[src/rtl/bcd_counter_modn.sv]
// bcd_counter_modn: two-digit BCD counter. It counts modulo MODULUS, up or down.
// It has an enable input and a synchronous parallel load.
// Tc is combinational and meant to feed the En of the next cascaded stage,
// so a chain such as 60 -> 60 -> 24 rolls over entirely on a single edge.
// Priority at each rising edge: RST > Load > En > hold.
module bcd_counter_modn #(
    parameter int MODULUS   = 60,   // count range 0..MODULUS-1, legal 2..100
    parameter int RESET_VAL = 0     // must be < MODULUS
) (
    input  logic       Clk_2,
    input  logic       RST,
    input  logic       En,
    input  logic       Up,
    input  logic       Load,
    input  logic [3:0] Load_tens,
    input  logic [3:0] Load_digits,
    output logic [3:0] tens,
    output logic [3:0] digits,
    output logic       Tc,
    output logic       Load_err
);

    // Top of range and reset value, pre-split into BCD fields
    localparam logic [3:0] MAX_TENS   = 4'((MODULUS - 1) / 10);
    localparam logic [3:0] MAX_DIGITS = 4'((MODULUS - 1) % 10);
    localparam logic [3:0] RST_TENS   = 4'(RESET_VAL / 10);
    localparam logic [3:0] RST_DIGITS = 4'(RESET_VAL % 10);
    localparam logic [6:0] MAX_VAL    = 7'(MODULUS - 1);
    localparam logic [6:0] MOD_VAL    = 7'(MODULUS);

    logic [3:0] r_tens;
    logic [3:0] r_digits;
    logic       r_load_err;

    logic [6:0] w_value;
    logic [6:0] w_load_value;
    logic       w_load_ok;
    logic       w_at_max;
    logic       w_at_zero;
    logic [3:0] w_next_tens;
    logic [3:0] w_next_digits;
    logic       w_next_err;

    // Binary view of the current count and of the load request.
    // w_load_value can overflow when a field holds A-F. w_load_ok masks that
    // case, because the per-field range checks are applied first.
    assign w_value      = ({3'b000, r_tens} * 7'd10) + {3'b000, r_digits};
    assign w_load_value = ({3'b000, Load_tens} * 7'd10) + {3'b000, Load_digits};
    assign w_load_ok    = (Load_tens <= 4'd9) && (Load_digits <= 4'd9) &&
                          (w_load_value < MOD_VAL);
    assign w_at_max     = (w_value == MAX_VAL);
    assign w_at_zero    = (w_value == 7'd0);

    // Next count and load-error flag. The priority is Load, then En, then hold.
    // RST is applied in the register.
    always_comb begin
        w_next_tens   = r_tens;
        w_next_digits = r_digits;
        w_next_err    = 1'b0;
        if (Load) begin
            if (w_load_ok) begin
                w_next_tens   = Load_tens;
                w_next_digits = Load_digits;
            end else begin
                w_next_err    = 1'b1;   // rejected load: hold the count and flag it
            end
        end else if (En) begin
            if (Up) begin
                if (w_at_max) begin
                    w_next_tens   = 4'd0;
                    w_next_digits = 4'd0;
                end else if (r_digits == 4'd9) begin
                    w_next_tens   = r_tens + 4'd1;
                    w_next_digits = 4'd0;
                end else begin
                    w_next_digits = r_digits + 4'd1;
                end
            end else begin
                if (w_at_zero) begin
                    w_next_tens   = MAX_TENS;
                    w_next_digits = MAX_DIGITS;
                end else if (r_digits == 4'd0) begin
                    w_next_tens   = r_tens - 4'd1;
                    w_next_digits = 4'd9;
                end else begin
                    w_next_digits = r_digits - 4'd1;
                end
            end
        end
    end

    // Count and error registers with synchronous reset
    always_ff @(posedge Clk_2) begin
        if (RST) begin
            r_tens     <= RST_TENS;
            r_digits   <= RST_DIGITS;
            r_load_err <= 1'b0;
        end else begin
            r_tens     <= w_next_tens;
            r_digits   <= w_next_digits;
            r_load_err <= w_next_err;
        end
    end

    assign tens     = r_tens;
    assign digits   = r_digits;
    assign Load_err = r_load_err;
    assign Tc       = En & ~Load & ~RST & (Up ? w_at_max : w_at_zero);

endmodule

[config.mk]
export PLATFORM = sky130hd
export DESIGN_NAME = bcd_counter_modn
export DESIGN_NICKNAME = d
export VERILOG_FILES = /design/src/rtl/bcd_counter_modn.sv
export SDC_FILE = /design/constraint.sdc
export NUM_CORES = 1
export LEC_CHECK = 0
export CORE_MARGIN = 10
export CORE_UTILIZATION = 45
export CTS_CLUSTER_DIAMETER = 60
export DETAILED_ROUTE_END_ITERATION = 6
export PLACE_DENSITY = 0.82
export SYNTH_ARGS = -nofsm -noshare
export SYNTH_HDL_FRONTEND = slang
export SYNTH_SLANG_ARGS = --single-unit
[constraint.sdc]
create_clock -name Clk_2 -period 2.79 [get_ports Clk_2]
set_clock_uncertainty 0.15 [all_clocks]
set_input_delay 0.4185 -clock Clk_2 [delete_from_list [all_inputs] [get_ports Clk_2]]
set_output_delay 0.4185 -clock Clk_2 [all_outputs]
set_load 0.005 [all_outputs]
==> summary.txt, run 1 <==
GRT
  • Global-route wire length before repair: 7.65 mm
  • Initial antenna violation count: 0
  • Pin count of the biggest net entering global routing: 12
  • Grt ovf: 0
  • GRT Total Usage: 17.3%
  • Vias in the first global route: roughly 1600

Setup path
  • Cell family with most CP delay: adder cells
  • Setup CP Type: reg2out
  • CP Launch Point: tens[1]
  • CP Capture Point: Tc
  • Crit path depth: 10
  • Type of origin of the critical path: flip-flop
  • Worst-case reg-to-reg path depth: 14
  • CP max FO: 2
  • WP buf/inv: 2
  • Slowest cell delay on critical path: 0.42 ns
  • Slowest CP cell: or4_4
  • Worst EP required: ~2.2 ns
  • Worst path most repeated cell: ha_4
  • R2R Path Start: tens[1]
  • Crit end category: output pin
  • Flop-to-flop setup slack: -0.37 ns
  • Worst-path cell chain: ha_4 -> ha_4 -> inv_2 -> fa_2 -> xnor2_2 -> or4_4 -> a2111o_1 -> nand2_1 -> and3_1 -> buf_2
  • Capture point of the worst reg-to-reg path: tens[3]
  • WP data arrival: roughly 2.7 ns

Timing
  • Setup violations, final: 8
  • Maximum clock rate: 307 MHz
  • Final count of hold timing violations: 0
  • Fin. max-slew vios: 0
  • Hold Slack: 0.396 ns
  • Worst rel slew slack: between 70% and 80%
  • Final Critical Period: 3.26 ns
  • Period Utilization, post-route: 117%
  • RSZ-0062 raised after global routing: yes
  • Final WS setup: -0.471 ns
  • Worst-margin pin slew: ~0.43 ns

Pwr
  • Net Switching: 360 µW
  • Clock share of power: 12.5%
  • Internal Pwr Total: 530 µW
  • Worst vdd ir: 261 µV
  • Leakage power: 0.000957 µW
  • Switching share of total power: 40.4%
  • Sequential power share: about 18%
  • Logic pwr share: 69.8%
  • Power Density: 411 nW/µm²

Yosys
  • Mapped Area: approximately 1300 µm²
  • Seq/Total Area, Yosys: 13.4%
  • Mean Syn Cell Area: 8.27 µm²
  • Netlist cell types: 58
  • Post-Syn Nets: 196
  • Most common flop cell mapped by yosys: dfxtp_1
  • YS warnings: 0
  • Asr flop ratio synth: 0%
  • Number of enable flip-flop cells after synthesis: 0
  • Syn Inst Count: 163
  • #FFs+latches synth: 9

Drt
  • WL/cell: 17.1 µm
  • 1st-pass router iterations: 4
  • Avg Vias per Cell: between 5 and 6
  • Number of remaining DRC errors: 0
  • Detailed Route WL: 4.58 mm
  • Antenna viol nets, final: 0
  • DRT iter0 DRCs: between 100 and 150
  • Vias: 1595

Placement
  • Post-DP HPWL: between 3 and 4 mm
  • Routability cong.: roughly 0.88
  • Cells after DPL: 260
  • Placed Area: 1990 µm²
  • Buffers on Ports: 22

Layout
  • Fillers: 182
  • Area growth syn-to-layout: 60.3%
  • Final net count: 271
  • Post-route insts no fill: 268
  • Layout cells sized above 1: 41.8%
  • Finished Cell Area: approximately 2200 µm²
  • # diodes: 0

Clocking
  • Skew-Pair Late Insertion Delay: 0.28 ns
  • Number of CTS-inserted buffers: 3
  • CTS tree: yes
  • H-tree depth: 1
  • Clock slew at reported path FFs: approximately 0.06 ns
  • Clk sink count: 9
  • Max clock buf depth: 2
  • Root Driver: clkbuf_4

Die
  • Top Ports: 23
  • Die H: roughly 75 µm
  • Num rows: 19
  • Core region area: 2810 µm²
  • Die width: roughly 75 µm
  • Area of the die: 5590 µm²
  • Initial Util: 48.1%

Worst hold path
  • Hold WC Path Type: in2reg
  • Worst hold start: Load_tens[1]

Run
  • Max-capacitance violation count: 0

Run status
  • Status: finished with violations
  • Violated checks: setup timing
power by group through the flow:
stage | registers, µW | logic (µW) | clock network, µW
floorplan | 176 | 280 | 0
global placement | 159 | 519 | 0
detailed placement | 160 | 537 | 0
CTS | 157 | 586 | 110
global route | 159 | 670 | 116
finish | 157 | 621 | 111
final cells by class:
type | instances | area (µm²) | area share (%)
multi-input combinational | 133 | 1230 | 56.9
timing repair buffer | 75 | 617 | 28.5
sequential | 9 | 190 | 8.80
inverter | 16 | 60.1 | 2.78
tap | 31 | 38.8 | 1.79
clock buffer | 4 | 26.3 | 1.22
how the worst min path moves through the flow:
stage	end	slack, ns	cells past startpoint
after floorplan	tens[1]	0.41	2
after global placement	digits[2]	0.54	3
after detailed placement	digits[2]	0.55	3
after CTS	tens[1]	0.49	4
after global routing	tens[1]	0.41	4
final	tens[1]	0.40	4
worst min-delay path, cell delays in order:
cell      delay [ns]
clkbuf_2        0.09
buf_4           0.14
nand2_1         0.06
a31oi_1         0.07
metrics by stage:
stage               utilization (%)  setup TNS [ns]  setup WS [ns]  power [µW]
floorplan                         -          -0.470         -0.165         456
global placement               71.1           -4.12         -0.598         677
detailed placement             71.1           -4.83         -0.638         697
CTS                            75.5           -2.69         -0.487         853
global route                   77.1           -3.46         -0.580         945
finish                         77.1           -2.60         -0.471         889
layout by cell type, fill, tap and decap left out, types with 3 or more instances in the layout:
cell type / synthesis / routed
xnor2_1: 5 / 3
dfxtp_1: 9 / 5
a311oi_2: 2 / 3
nor2_1: 8 / 7
o31ai_1: 3 / 3
ha_1: 16 / 12
xor2_1: 3 / 3
nand2_1: 18 / 18
o21ai_0: 7 / 6
nand3_1: 4 / 4
buf_6: 0 / 4
inv_1: 16 / 14
clkbuf_4: 0 / 3
a21oi_1: 5 / 3
clkdlybuf4s50_1: 0 / 17
buf_4: 0 / 49
fa_2: 0 / 3
nor3_1: 7 / 5
cells by family after synthesis:
| kind of cell | count (synthesis) | share of synthesized area (%) |
|---|---|---|
| and+or+nand+nor | 55 | 22.3 |
| AOI/OAI and AO/OA | 48 | 30.1 |
| muxes | 1 | 0.742 |
| xor gates and xnor gates | 9 | 6.86 |
| buffers and inverters | 21 | 5.94 |
| DFF | 9 | 13.4 |
| adders and majority gates | 20 | 20.8 |
layer usage:
metal | up-vias | global-route usage, % | share of wire (%)
met5 | - | 0 | 0
met4 | 0 | 7.35 | 1.5
met3 | 8 | 2.63 | 5.7
met2 | 66 | 31.6 | 53
met1 | 762 | 19.6 | 40
li1 | 759 | - | -
cell usage after synthesis (all sizes together), types with 4 or more instances:
cell / n / share of area [%]
nand2: 18 / 5.0
ha: 16 / 15
inv: 16 / 4.5
dfxtp: 9 / 13
nor2: 8 / 2.2
nor3: 8 / 3.8
o21ai: 7 / 2.6
a21oi: 5 / 1.9
xnor2: 5 / 3.2
a211oi: 4 / 3.2
fa: 4 / 5.9
nand3: 4 / 1.5
o31ai: 4 / 2.6
state kept, by name (all words and copies together), names as in the netlist:
name and count:
Load_err 1, tens 4, digits 4
timing repair:
action	in CTS	in global routing
cloned	0	0
gates resized for setup	28	12
pin swaps	21	13
hold buffers	0	0
setup buffers	5	1
endpoints found under the setup margin	9	9
No activity file was read; power rests on OpenSTA's default activity.
==> run 2: changes to the inputs <==
Settings changed: PLACE_DENSITY 0.82 to 0.72.
==> run 2 against run 1 <==
The flow still finishes with violations (setup timing). Non-clock buffer count up 10. Clock power about the same. Sequential share of layout area down 0.62 points. Fmax down 4.3%. Combinational power up 15%. Via count up 12%. Core utilization up 5.9 points. Clock-buffer cell count unchanged. Routed wire length up 31%. Largest cell class unchanged. Largest power group unchanged.
==> summary.txt, run 2 (synthesis results as in run 1) <==
Die
  • Die width: 74.7 µm
  • Initial Util: between 40% and 50%
  • Core region area: 2810 µm²
  • Top Ports: 23
  • Num rows: 19
  • Die H: 74.7 µm
  • Area of the die: 5590 µm²

Layout
  • Fillers: 153
  • Area growth syn-to-layout: 72.5%
  • Commonest non-fill, non-tap cells in the layout: 56 x buf_4, 17 x nand2_1, 17 x clkdlybuf4s50_1, 14 x inv_1, 9 x ha_1
  • # diodes: 0
  • Final net count: 281
  • Layout cells sized above 1: 47.8%
  • Most common cell after layout, fill and taps aside: buf_4

Drt
  • WL/cell: 21.6 µm
  • DRT iter0 DRCs: 285
  • 1st-pass router iterations: 5
  • Detailed Route WL: 6.00 mm
  • Number of remaining DRC errors: 0
  • Antenna viol nets, final: 0
  • Avg Vias per Cell: between 6 and 7
  • Vias: 1791

Placement
  • Buffers on Ports: 22
  • Setup slack after placement: -0.695 ns
  • Post-DP HPWL: 3.61 mm
  • Routability cong.: 0.886

Setup path
  • Slowest cell delay on critical path: 0.51 ns
  • Flop-to-flop setup slack: -0.46 ns
  • R2R Path Start: tens[3]
  • Worst-path cell chain: ha_4 -> ha_4 -> inv_2 -> fa_2 -> nor2_1 -> or4b_4 -> nor3_4 -> nand2_1 -> nand2_1 -> and3_1 -> buf_2
  • Capture point of the worst reg-to-reg path: digits[2]
  • Slowest CP cell: or4b_4
  • Type of origin of the critical path: flip-flop
  • CP max FO: 3
  • Worst-case reg-to-reg path depth: 14
  • Worst EP required: around 2.2 ns
  • Crit end category: output pin
  • Setup CP Type: reg2out
  • WP data arrival: 2.84 ns

Clocking
  • Number of CTS-inserted buffers: 3
  • Clk sink count: 9
  • H-tree depth: 1
  • Clock slew at reported path FFs: about 0.06 ns
  • Root Driver: clkbuf_4
  • Hold_buf cts: 0
  • Skew-Pair Late Insertion Delay: 0.28 ns
  • CTS tree: yes
  • Max clock buf depth: 2

Timing
  • Worst rel slew slack: 70.9%
  • Final WS setup: -0.617 ns
  • RSZ-0062 raised after global routing: yes
  • Setup violations, final: 9
  • Fin. max-slew vios: 0
  • Period Utilization, post-route: 122%
  • Worst-margin pin slew: ~0.44 ns
  • Final count of hold timing violations: 0
  • Final Critical Period: 3.41 ns
  • Maximum clock rate: around 300 MHz

Pwr
  • Worst vdd ir: 264 µV
  • Power Density: ~420 nW/µm²
  • Tot Pwr: 984 µW
  • Leakage power: 0.00101 µW

Worst hold path
  • Hold WC Path Type: in2reg
  • Hold Crit Endpoint: tens[1]
  • Worst hold start: Load_tens[1]
  • Hold path depth: 4

GRT
  • Initial antenna violation count: 0
  • GRT Total Usage: 18.0%
  • Global-route wire length before repair: 8.04 mm
  • Vias in the first global route: 1785
  • Grt ovf: 0
  • Pin count of the biggest net entering global routing: 12

Run
  • Max-capacitance violation count: 0

Run status
  • Status: finished with violations
  • Violated checks: setup timing
[run 2: worst max-delay path: cells and delay by family (launching register included)]
kind | cells | cell delay [ns]
simple gates | 6 | 1.19
buf+inv | 2 | 0.17
flops | 1 | 0.35
fa+ha+maj | 3 | 0.85
[run 2: per-layer routing]
layer  share of wire, %  wire (µm)  GRT usage, %  vias up
met5                  0          0             0        -
met4                4.6        278          7.56        0
met3                9.1        548          4.34       35
met2                 48       2870          33.1      122
met1                 38       2300          19.3      853
li1                   -          -             -      781
[run 2: how the worst max path moves through the flow]
stage	start	cells after the start	end
after floorplan	tens[1]	10	Tc
after global placement	tens[1]	10	Tc
after detailed placement	tens[3]	11	Tc
after CTS	tens[3]	10	Tc
after global routing	tens[3]	11	Tc
final	tens[3]	11	Tc
[run 2: timing repair]
action                     4_1_cts  5_1_grt
buffers inserted                14       11
pin swaps                       21       19
setup endpoints to repair        9        9
gates resized for setup         42       17
[run 2: final cells by class]
| class | count | area (µm²) | area share, % |
|---|---|---|---|
| Tap cell | 31 | 38.8 | 1.67 |
| Clock buffer | 4 | 26.3 | 1.13 |
| Inverter | 16 | 60.1 | 2.58 |
| Timing Repair Buffer | 85 | 707 | 30.4 |
| Sequential cell | 9 | 190 | 8.17 |
| Multi-Input combinational cell | 133 | 1310 | 56.1 |
[run 2: metrics by stage]
stage	hold WS (ns)	area (µm²)	instances	TNS [ns]	util, %
2_1_floorplan	0.410	1390	163	-0.470	-
5_1_grt	0.489	2330	278	-3.76	83.0
6_report	0.462	2330	278	-2.87	83.0
3_3_place_gp	0.535	1970	257	-4.47	70.2
3_5_place_dp	0.549	1970	257	-5.50	70.2
4_1_cts	0.469	2180	272	-1.69	77.9
[run 2: report_power, final]
part / leakage, µW / switching [µW] / internal [µW] / total [µW]
sequential: 0.0000762 / 12.9 / 145 / 158
clock: 0.0000150 / 55.6 / 55.5 / 111
combinational: 0.000922 / 343 / 372 / 715
total: 0.00101 / 412 / 572 / 984
==> run 3: changes to the inputs <==
Settings changed: CORE_UTILIZATION 45 to 48, PLACE_DENSITY 0.72 to 0.76, SKIP_LAST_GASP from default to 1.
==> run 3 against run 2 <==
The flow still finishes with violations (setup timing). Global-route usage increased by 0.67 points. Routed wire length is 14% lower. Sequential share of layout area rose by 0.30 points. Hold slack got worse by 0.024 ns. Non-clock buffer count shrank 5. Clock-buffer cell count unchanged. Worst setup slack improved by 0.082 ns. Sequential power is essentially flat. Combinational power is 9.8% lower. Clock power up 7%. Sequential cell count did not move. Largest cell class unchanged. Largest power group unchanged.
==> summary.txt, run 3 (synthesis results as in run 1) <==
GRT
  • Grt ovf: 0
  • Vias in the first global route: 1734
  • Initial antenna violation count: 1
  • Global-route wire length before repair: 7.99 mm
  • Pin count of the biggest net entering global routing: 12
  • GRT Total Usage: 18.7%

Timing
  • Final WS setup: -0.535 ns
  • RSZ-0062 raised after global routing: yes
  • Period Utilization, post-route: 119%
  • Final count of hold timing violations: 0
  • Fin. max-slew vios: 0
  • Maximum clock rate: ~300 MHz
  • Setup violations, final: 8
  • Worst-margin pin slew: ~0.36 ns
  • Worst rel slew slack: 75.7%
  • Final Critical Period: 3.33 ns

Die
  • Die H: 73.0 µm
  • Die width: 73.0 µm
  • Top Ports: 23
  • Area of the die: 5330 µm²
  • Core region area: 2710 µm²
  • Num rows: 19
  • Initial Util: 49.8%

Clocking
  • H-tree depth: 1
  • Number of CTS-inserted buffers: 3
  • Max clock buf depth: 2
  • Hold_buf cts: 0
  • Clk sink count: 9
  • Root Driver: clkbuf_4
  • Skew-Pair Late Insertion Delay: 0.29 ns
  • CTS tree: yes
  • Clock slew at reported path FFs: around 0.070 ns

Setup path
  • Crit end category: output pin
  • Worst EP required: about 2.2 ns
  • WP data arrival: approximately 2.8 ns
  • CP max FO: 3
  • Setup CP Type: reg2out
  • Type of origin of the critical path: flip-flop

Drt
  • Antenna viol nets, final: 0
  • Vias: 1676
  • Detailed Route WL: slightly above 5 mm
  • DRT iter0 DRCs: 82
  • Number of remaining DRC errors: 0
  • Avg Vias per Cell: 6.12
  • 1st-pass router iterations: 4
  • WL/cell: 18.9 µm

Layout
  • Final net count: 276
  • Area growth syn-to-layout: 66.5%
  • Finished Cell Area: about 2200 µm²
  • Most common cell after layout, fill and taps aside: buf_4
  • Layout cells sized above 1: 47.1%
  • Commonest non-fill, non-tap cells in the layout: 56 x buf_4, 17 x nand2_1, 17 x clkdlybuf4s50_1, 14 x inv_1, 10 x ha_1
  • Post-route insts no fill: roughly 270

Placement
  • Cells after DPL: 259
  • Post-DP HPWL: about 3.7 mm
  • Buffers on Ports: 22
  • Placed Area: approximately 2000 µm²
  • Routability cong.: 0.899

Pwr
  • Logic pwr share: between 70% and 80%
  • Switching share of total power: 42.2%
  • Internal Pwr Total: approximately 530 µW
  • Worst vdd ir: between 300 and 400 µV
  • Power Density: 410 nW/µm²
  • Clock share of power: a little over an eighth
  • Leakage power: 0.000978 µW
  • Sequential power share: 17.0%
  • Net Switching: 388 µW

Run
  • Max-capacitance violation count: 0

Run status
  • Status: finished with violations
  • Violated checks: setup timing

Worst hold path
  • Hold WC Path Type: in2reg
==> run 3: layer usage <==
layer  track usage [%]  vias up  part of all wire [%]
li1                  -      772                     -
met1              19.8      784                    38
met2              34.9       92                    51
met3              2.18       28                   5.8
met4              9.70        0                   4.9
met5                 0        -                     0
==> run 3: area by class of cell <==
cell class                 instances  area (µm²)
multi-input combinational        133        1290
timing repair buffer              80         638
fill                             157         464
sequential                         9         190
inverter                          16        60.1
tap                               31        38.8
clock buffer                       4        26.3
antenna                            1        2.50
==> run 3: worst max-delay path: stages, from the launching register on <==
cell	delay [ns]
dfxtp_4	0.35
ha_4	0.24
ha_4	0.15
inv_2	0.04
fa_2	0.45
nor2_1	0.10
or4b_4	0.49
nor3_4	0.21
nand2_2	0.09
nand2_1	0.10
and3_1	0.15
buf_2	0.10
==> run 3: what timing repair did <==
item / in CTS / in global routing
resized for setup: 31 / 19
pin swaps: 23 / 8
setup buffers: 13 / 1
endpoints found under the setup margin: 9 / 9
==> run 3: final timing paths <==
path         slack (ns)  cells after the start    startpoint   endpoint
max               -0.54                     11       tens[3]         Tc
min reg2reg        0.58                      3     digits[3]  digits[3]
min                0.44                      4  Load_tens[0]    tens[0]
max reg2reg       -0.38                     15       tens[3]    tens[0]
==> run 3: per-stage QoR <==
stage	power (µW)	worst slack, ns	util (%)	TNS (ns)	hold WS (ns)
3_5_place_dp	703	-0.734	73.3	-5.96	0.525
6_report	920	-0.535	82.9	-2.02	0.438
5_1_grt	965	-0.645	82.9	-2.76	0.443
2_1_floorplan	456	-0.165	-	-0.470	0.410
3_3_place_gp	675	-0.628	73.3	-4.48	0.510
4_1_cts	872	-0.488	80.7	-1.93	0.532
==> run 3: power groups by stage <==
stage                     combinational, µW  sequential (µW)  clock, µW
final                                   645              156        119
after global routing                    683              158        124
after CTS                               604              156        111
after detailed placement                544              158          0
after global placement                  518              157          0
after floorplan                         280              176          0
==> RTL edit: new RTL, config.mk and constraints of run 3 <==
The parameter `MODULUS` goes from 60 to 30.
--- a/src/rtl/bcd_counter_modn.sv
+++ b/src/rtl/bcd_counter_modn.sv
@@ -4,7 +4,7 @@
 // so a chain such as 60 -> 60 -> 24 rolls over entirely on a single edge.
 // Priority at each rising edge: RST > Load > En > hold.
 module bcd_counter_modn #(
-    parameter int MODULUS   = 60,   // count range 0..MODULUS-1, legal 2..100
+    parameter int MODULUS   = 30,   // count range 0..MODULUS-1, legal 2..100
     parameter int RESET_VAL = 0     // must be < MODULUS
 ) (
     input  logic       Clk_2,
Behaviour: not the same (Yosys sat finds a counterexample within 4 cycles, from zero or initial values and one cycle with RST high).
==> RTL edit against run 3 <==
The flow still finishes with violations (setup timing). Clock power is 8% lower. Largest power group unchanged. Power is 9.1% lower. First-iteration DRC count grew to 3.1 times the old value. Routed wire length is 22% higher. Non-clock buffer count is 8 lower. Critical path depth stayed put. Sequential cell count stayed put. Count of clock-buffer cells in the layout stayed put. Fmax is 5.1% lower. Setup slack worse by 0.18 ns. Area after synthesis is 3.0% lower. Design area is 1.0% higher.
==> RTL edit: results <==
metrics = {
    "run_status": {
        "status": "finished, violations left",
        "violations": "setup timing",
    },
    "final_layout": {
        "diodes": 0,
        "nFillCells": 122,
        "fin_nets": 270,
        "layout-drive-gt1-share_pct": 48.09,
    },
    "synth": {
        "yosysWarnings": 0,
        "yosys.cell_types.count": 48,
        "synthAdderAreaFrac_pct": 22.37,
        "synth-xor-area-share_pct": 6.692,
        "ys_async_sr_fraction_pct": 0,
        "yosys-top-cells-area": "ha_1 (16%), dfxtp_1 (14%), fa_1 (6.1%)",
        "synth_compound_area_share_pct": 29.45,
        "ys_seq_area_share_pct": 13.77,
        "synthFlopType": "dfxtp_1",
        "synth_mux_area_share_pct": 2.294,
        "syn_nets": 197,
        "synth_common_cells": "inv_1 (19), ha_1 (17), a21oi_1 (13), nand2_1 (11), dfxtp_1 (9)",
    },
    "detailed_routing": {
        "dr.pass1.iters": 5,
        "drt_wl_total_um": 6325,
        "drtIter0Drc": 257,
        "via_count": 1802,
    },
    "sta": {
        "setup_violations": 10,
        "worst_pin_slew_ns": 0.7013,
        "setup_ws_ns": -0.7148,
        "hold_viol": 0,
        "hold-worst-slack_ns": 0.5464,
    },
    "critical_path": {
        "r2r_cells": 12,
        "timing.rr.end": "tens[2]$_SDFFE_PP0P_",
        "reg2reg_slack_ns": -0.52,
        "crit_family": "simple AND/OR/NAND/NOR gates",
        "slowest_stage": "or4b_1",
        "crit_fanout": 4,
        "crit_arrival_ns": 2.94,
        "rr_startpoint": "tens[1]$_SDFFE_PP0P_",
    },
    "grt": {
        "grt_pass1_wl_um": 7383,
        "grtUsageMet3_pct": 5.306,
        "grt_pass1_vias": 1569,
        "grt.total_usage_pct": 17.25,
        "gr-usage-met1_pct": 18.78,
        "grt_max_degree": 9,
        "antenna_found_initial": 0,
        "grt_util_met2_pct": 30.32,
    },
    "power": {
        "leakage_nw": 0.9768,
        "irDropWorstVdd_mv": 0.4904,
        "switching_share_pct": 42.82,
    },
    "place": {
        "dp.final_hpwl_um": 3514,
        "gp_congestion": 0.9020,
        "place_ws_ns": -0.6928,
        "port_buffers": 22,
    },
    "clock_network": {
        "cts_buffer_depth": 2,
        "cts_hold_repair.buffers": 0,
        "clock-root-buffer": "clkbuf_4",
        "path_clk_slew_ns": 0.07,
    },
    "worst_hold_path": {
        "min_from": "digits[2]$_SDFFE_PP0P_",
        "whs_endpoint": "digits[2]$_SDFFE_PP0P_",
        "hp-class": "register to register",
        "min_delay_path_depth": 3,
    },
}
## RTL edit: cell types whose count changed in the layout (fill, tap and decap cells not counted), moves of 3 or more
| cell | change |
|---|---|
| o21ai_2 | +3 |
| inv_1 | +4 |
| nand2_1 | -8 |
| a21oi_2 | +6 |
| ha_2 | +3 |
| buf_4 | -8 |
| o21ai_0 | -3 |
| nor3_1 | -3 |
## RTL edit: worst min-delay path: cells and delay by family (launching register included)
kind / cells / cell delay, ns
compound gates: 1 / 0.06
flops: 1 / 0.34
buf+inv: 1 / 0.18
simple gates: 1 / 0.06
## RTL edit: per-stage QoR
step | total power [mW] | area, µm² | std cells | setup TNS [ns]
2_1_floorplan | 0.3805 | 1388 | 163 | -0.4424
3_3_place_gp | 0.5566 | 1938 | 252 | -4.990
3_5_place_dp | 0.5688 | 1938 | 252 | -5.723
4_1_cts | 0.7000 | 2043 | 258 | -3.318
5_1_grt | 0.8705 | 2268 | 265 | -4.332
6_report | 0.8366 | 2268 | 265 | -3.438
## RTL edit: power by group through the flow
stage	logic (mW)	clock network (mW)	registers, mW
6_report	0.573	0.109	0.154
5_1_grt	0.601	0.115	0.155
4_1_cts	0.440	0.109	0.151
3_5_place_dp	0.415	0	0.154
3_3_place_gp	0.403	0	0.153
2_1_floorplan	0.218	0	0.162
## RTL edit: area by class of cell
type                    count  share of cell area (%)
repair buffers             72                   26.31
well taps                  30                   1.655
flip-flops and latches      9                   8.494
inverters                  19                   3.144
multi-input cells         131                   59.24
clock buffers               4                   1.158
## RTL edit: per-layer routing
layer / wire [µm] / up-vias / part of all wire (%)
li1: - / 750 / -
met2: 3043 / 155 / 48
met3: 588 / 61 / 9.3
met1: 2196 / 836 / 35
met5: 0 / - / 0
met4: 497 / 0 / 7.9
## RTL edit: repair_timing
action,4_1_cts,5_1_grt
setup endpoints to repair,10,10
buffers inserted,5,8
pin swaps,23,35
resized for setup,23,41
gates cloned,0,0
## RTL edit: how the worst max path moves through the flow
stage,from,end,slack [ns],cells after the start
2_1_floorplan,tens[3]$_SDFFE_PP0P_,Tc,-0.17,10
3_3_place_gp,Load_tens[0],digits[1]$_SDFFE_PP0P_,-0.61,10
3_5_place_dp,Load_tens[0],digits[1]$_SDFFE_PP0P_,-0.69,10
4_1_cts,tens[3]$_SDFFE_PP0P_,Tc,-0.70,11
5_1_grt,tens[1]$_SDFFE_PP0P_,Tc,-0.77,11
6_report,tens[1]$_SDFFE_PP0P_,Tc,-0.71,11
